[src/rtl/alu_seq.sv]
// Multi-cycle unsigned ALU: single-cycle ADD/SUB, shift-add MUL and restoring DIV over WIDTH iterations.
// Operands are latched on start; results are registered and held until the next done pulse.
module alu_seq #(
  parameter int WIDTH = 8
) (
  input  logic             clk,
  input  logic             reset,
  input  logic             start,
  input  logic [1:0]       opcode,
  input  logic [WIDTH-1:0] inbus_a,
  input  logic [WIDTH-1:0] inbus_b,
  output logic [WIDTH-1:0] outbus,
  output logic [WIDTH-1:0] outbus_hi,
  output logic             carry,
  output logic             div_zero,
  output logic             busy,
  output logic             done
);

  typedef enum logic [1:0] {IDLE, CALC, FIN} state_t;

  localparam int CW = $clog2(WIDTH + 1);
  localparam logic [1:0] OP_ADD = 2'b00;
  localparam logic [1:0] OP_SUB = 2'b01;
  localparam logic [1:0] OP_MUL = 2'b10;
  localparam logic [1:0] OP_DIV = 2'b11;

  state_t           state, next_state;
  logic [1:0]       op_q;
  logic [WIDTH-1:0] a_q, b_q;
  logic [WIDTH-1:0] acc_hi, acc_lo;
  logic [CW-1:0]    cnt;
  logic             load, step, finish;

  logic [WIDTH:0]   add_res, sub_res, mul_sum, div_trial, div_diff;
  logic [WIDTH-1:0] mul_addend;

  always_comb begin
    next_state = state;
    load       = 1'b0;
    step       = 1'b0;
    finish     = 1'b0;
    case (state)
      IDLE: begin
        if (start) begin
          load       = 1'b1;
          next_state = CALC;
        end
      end
      CALC: begin
        if (op_q == OP_ADD || op_q == OP_SUB ||
            (op_q == OP_DIV && b_q == '0) || cnt == CW'(WIDTH)) begin
          finish     = 1'b1;
          next_state = FIN;
        end else begin
          step = 1'b1;
        end
      end
      FIN:     next_state = IDLE;
      default: next_state = IDLE;
    endcase
  end

  assign busy = (state == CALC);
  assign done = (state == FIN);

  // acc_lo holds the multiplier (MUL) or the dividend/quotient (DIV); acc_hi the partial product or remainder.
  assign add_res    = {1'b0, a_q} + {1'b0, b_q};
  assign sub_res    = {1'b0, a_q} - {1'b0, b_q};
  assign mul_addend = acc_lo[0] ? a_q : '0;
  assign mul_sum    = {1'b0, acc_hi} + {1'b0, mul_addend};
  assign div_trial  = {acc_hi, acc_lo[WIDTH-1]};
  assign div_diff   = div_trial - {1'b0, b_q};

  always_ff @(posedge clk or negedge reset) begin
    if (!reset) begin
      state     <= IDLE;
      op_q      <= OP_ADD;
      a_q       <= '0;
      b_q       <= '0;
      acc_hi    <= '0;
      acc_lo    <= '0;
      cnt       <= '0;
      outbus    <= '0;
      outbus_hi <= '0;
      carry     <= 1'b0;
      div_zero  <= 1'b0;
    end else begin
      state <= next_state;
      if (load) begin
        op_q   <= opcode;
        a_q    <= inbus_a;
        b_q    <= inbus_b;
        cnt    <= '0;
        acc_hi <= '0;
        acc_lo <= (opcode == OP_MUL) ? inbus_b : inbus_a;
      end
      if (step) begin
        cnt <= cnt + CW'(1);
        if (op_q == OP_MUL) begin
          {acc_hi, acc_lo} <= {mul_sum, acc_lo[WIDTH-1:1]};
        end else if (!div_diff[WIDTH]) begin
          acc_hi <= div_diff[WIDTH-1:0];
          acc_lo <= {acc_lo[WIDTH-2:0], 1'b1};
        end else begin
          acc_hi <= div_trial[WIDTH-1:0];
          acc_lo <= {acc_lo[WIDTH-2:0], 1'b0};
        end
      end
      if (finish) begin
        div_zero <= 1'b0;
        case (op_q)
          OP_ADD: begin
            outbus    <= add_res[WIDTH-1:0];
            outbus_hi <= '0;
            carry     <= add_res[WIDTH];
          end
          OP_SUB: begin
            outbus    <= sub_res[WIDTH-1:0];
            outbus_hi <= '0;
            carry     <= sub_res[WIDTH];
          end
          OP_MUL: begin
            outbus    <= acc_lo;
            outbus_hi <= acc_hi;
            carry     <= 1'b0;
          end
          default: begin
            carry <= 1'b0;
            if (b_q == '0) begin
              outbus    <= '1;
              outbus_hi <= a_q;
              div_zero  <= 1'b1;
            end else begin
              outbus    <= acc_lo;
              outbus_hi <= acc_hi;
            end
          end
        endcase
      end
    end
  end

endmodule
[config.mk]
export PLATFORM = sky130hd
export DESIGN_NAME = alu_seq
export DESIGN_NICKNAME = d
export VERILOG_FILES = /design/src/rtl/alu_seq.sv
export SDC_FILE = /design/constraint.sdc
export NUM_CORES = 1
export LEC_CHECK = 0
export CAP_MARGIN = 20
export CORE_MARGIN = 3
export CORE_UTILIZATION = 45
export CTS_CLUSTER_SIZE = 8
export DETAILED_ROUTE_END_ITERATION = 10
export PLACE_DENSITY = 0.65
export SYNTH_ARGS = -nofsm -noshare
export SYNTH_HDL_FRONTEND = slang
export SYNTH_SLANG_ARGS = --single-unit
[constraint.sdc]
create_clock -name clk -period 3.85 [get_ports clk]
set_input_delay 0.385 -clock clk [delete_from_list [all_inputs] [get_ports clk]]
set_output_delay 0.385 -clock clk [all_outputs]
set_load 0.03 [all_outputs]
==> impl_metrics.json <==
{
  "pwr_density_cell_mw_per_mm2": 977.1,
  "hold_viol": 0,
  "final_area_mm2": 0.004893,
  "grt_pass1_wl_um": 17820,
  "grt_max_degree": 41,
  "synth_compound_area_share_pct": 18.98,
  "ys_async_sr_fraction_pct": 100.0,
  "clk_pin_slew_ns": 0.07,
  "setup.worst_path.class": "reg -> reg",
  "drc": 0,
  "finClkSkew_ns": 0.007966,
  "setup-tns-final_ns": 0,
  "gp_congestion": 0.8919,
  "fin_ws_ns": 1.174,
  "rsz0062_at_grt": "false",
  "grt_overflow": 0,
  "synth_xor_xnor_area_share_pct": 3.507,
  "finalCriticalPeriod_ns": 2.676,
  "p_clk_share_pct": 11.9,
  "internal_power_mw": 2.460,
  "wire_per_inst_um": 18.35,
  "ys_ff_latch": 58,
  "max_slew_margin_pct": 44.25,
  "antenna_cells": 0,
  "area_growth_pct": 15.27,
  "yosysWarnings": 0,
  "portBuffers": 40,
  "power_mw": 4.781,
  "worstHoldPathType": "in -> async",
  "synth_cell_types": 56,
  "crit_arrival_ns": 2.93,
  "drtIter0Drc": 177,
  "cap_violations": 0,
  "final_core_util_pct": 54.78,
  "clock_path_buffers": 2,
  "core.rowCount": 34,
  "cts-resized-gates": 0,
  "status": "finished, final reports clean",
  "crit_required_ns": 4.10,
  "initial_core_util_pct": 47.52,
  "synth_top_family_by_area": "compound AO/OA/AOI/OAI gates",
  "core-area_mm2": 0.008934,
  "synth_flop_cell": "dfrtp_1",
  "place_inst": 598,
  "cp_max_fo": 20,
  "synth_simple_gate_area_share_pct": 16.62,
  "layout-drive-gt1-share_pct": 9.921,
  "synth_edf_count": 0,
  "die_x_um": 103.1,
  "num_vias": 3588,
  "fmax_mhz": 373.7,
  "start_kind": "register",
  "r2r_end": "acc_hi[7]",
  "combPwrFrac_pct": 61.3,
  "synth.avg_cell_area_um2": 9.052,
  "drt-pass1-iter-count": 5,
  "synthesis.nets": 529,
  "clkSinkCount": 58,
  "ant_nets": 0,
  "cts_htree_levels": 3,
  "vias_per_cell": 5.863,
  "grt_antenna_before_repair": 0,
  "layout.cells.non_filler": 612,
  "regToRegStartpoint": "op_q[0]",
  "root_buffer": "clkbuf_8",
  "grtUsageTotal_pct": 21.99,
  "drt-total-wl_um": 11230,
  "finalSetupViolCount": 0,
  "cts_tree": "done",
  "r2r_slack_ns": 1.17,
  "finalCritPeriodShare_pct": 69.50,
  "placed_cell_area_mm2": 0.004702,
  "num-nets-final": 561,
  "r2r_cells": 5,
  "synthMuxAreaShare_pct": 9.579,
  "grt_pass1_vias": 3379,
  "postCtsSetupBuffers": 0,
  "io_pins": 41,
  "ctsHoldBuffers": 0,
  "p_leak_nw": 2.111,
  "power_frac_seq_pct": 26.8,
  "die_area_mm2": 0.01064,
  "timing.hold.ws_ns": 0.06962,
  "syn_area_mm2": 0.004245,
  "report.final.slew_viol_count": 0,
  "ys_seq_area_share_pct": 34.19,
  "n_fill_cell": 816,
  "p_sw_mw": 2.322,
  "synth_fa_ha_area_share_pct": 12.20,
  "synthCells": 469,
  "ir_drop_mv": 0.3872,
  "hpwlAfterDp_um": 8470,
  "die_h_um": 103.1,
  "switching_share_pct": 48.55,
  "crit_path_end_kind": "register",
  "worstSkewPairLatency_ns": 0.33,
  "worst_pin_slew_ns": 0.8332,
  "dp_slack_ns": 1.189,
  "cts_made_buffers": 9
}
worst max path at each step:
stage / start / endpoint / slack [ns] / cells after the start
final: op_q[0] / acc_hi[7] / 1.17 / 5
after global placement: op_q[0] / acc_hi[7] / 1.29 / 5
after CTS: op_q[0] / acc_hi[7] / 1.16 / 5
after detailed placement: op_q[0] / acc_hi[7] / 1.19 / 5
after global routing: acc_lo[7] / acc_hi[4] / 0.98 / 10
after floorplan: acc_lo[0] / acc_hi[5] / 1.56 / 10
per-layer routing:
layer	vias to the layer above	GRT usage [%]	part of all wire [%]
met5	-	0	0
met4	0	7.171	2.4
met3	18	3.248	5.1
met2	112	34.53	45
met1	1714	31.16	48
li1	1744	-	-
cells in the mapped netlist, types with 6 or more instances:
library cell / number / area, um2
a21oi_1: 33 / 165.2
a31oi_1: 9 / 56.30
and2_1: 9 / 56.30
clkbuf_1: 16 / 60.06
dfrtp_1: 58 / 1451
ha_1: 35 / 437.9
inv_1: 27 / 101.4
mux2_2: 21 / 236.5
mux2i_1: 17 / 170.2
nand2_1: 53 / 198.9
nand2b_1: 6 / 37.54
nand3_1: 15 / 75.07
nor2_1: 18 / 67.56
nor2b_1: 6 / 37.54
nor3_1: 11 / 55.05
o21ai_0: 37 / 185.2
o21bai_1: 6 / 45.04
o31ai_1: 11 / 82.58
xnor2_1: 14 / 122.6
cell type report:
| cell class | count | area (um2) | share of cell area [%] |
|---|---|---|---|
| inverter | 27 | 101.3 | 2.071 |
| clock buffer | 11 | 151.4 | 3.094 |
| sequential | 58 | 1451 | 29.66 |
| multi-input combinational | 361 | 2589 | 52.90 |
| tap | 108 | 135.1 | 2.761 |
| clock inverter | 3 | 40.04 | 0.8182 |
| timing repair buffer | 44 | 425.4 | 8.693 |
power by group through the flow:
stage	registers [mW]	logic (mW)	clock network, mW
5_1_grt	1.33	3.24	0.598
4_1_cts	1.28	2.93	0.571
6_report	1.28	2.93	0.569
3_5_place_dp	1.29	2.91	0
3_3_place_gp	1.29	2.87	0
2_1_floorplan	1.26	2.12	0
critical path, cell delays in order, from the launching register on:
cell,delay (ns)
dfrtp_1,0.83
and4_1,0.69
nor2_1,0.36
a21oi_2,0.40
a32oi_1,0.09
a41oi_1,0.20
cells by family (layout without fill, tap and decap cells):
kind of cell	after synthesis	count (layout)
AND/OR/NAND/NOR	138	138
AO/OA/AOI/OAI	129	129
flip-flops	58	58
buffers and inverters	50	85
adder cells (fa/ha/maj)	39	39
multiplexers	38	38
XOR/XNOR	17	17
placed cells by master, fill, tap and decap left out, types with 2 or more instances in the layout:
master           instances
a21oi_1                 33
nor2b_1                  6
o21ai_0                 37
ha_1                    35
and2_1                   9
nand3b_1                 3
a31oi_1                  9
dfrtp_1                 58
o21bai_1                 6
nor3_1                  11
xor2_1                   3
nand2_1                 53
o211ai_1                 5
buf_4                    4
o311ai_0                 3
a32oi_1                  4
nand2b_1                 6
nor2_1                  18
o22ai_1                  3
mux2i_1                 17
a211oi_1                 3
inv_1                   27
clkinv_2                 2
nand3_1                 15
or3_1                    4
mux2_2                  21
o31ai_1                 11
fa_1                     4
xnor2_1                 14
o221ai_1                 3
clkdlybuf4s50_1         39
clkbuf_8                11
flip-flops by register name, summed over array words and instances, names as in the netlist:
name and cells:
a_q 8, acc_hi 8, acc_lo 8, b_q 8, carry 1, cnt 4, div_zero 1, op_q 2
outbus 8, outbus_hi 8, state 2
Note: power is estimated with default switching activity, not from simulation.
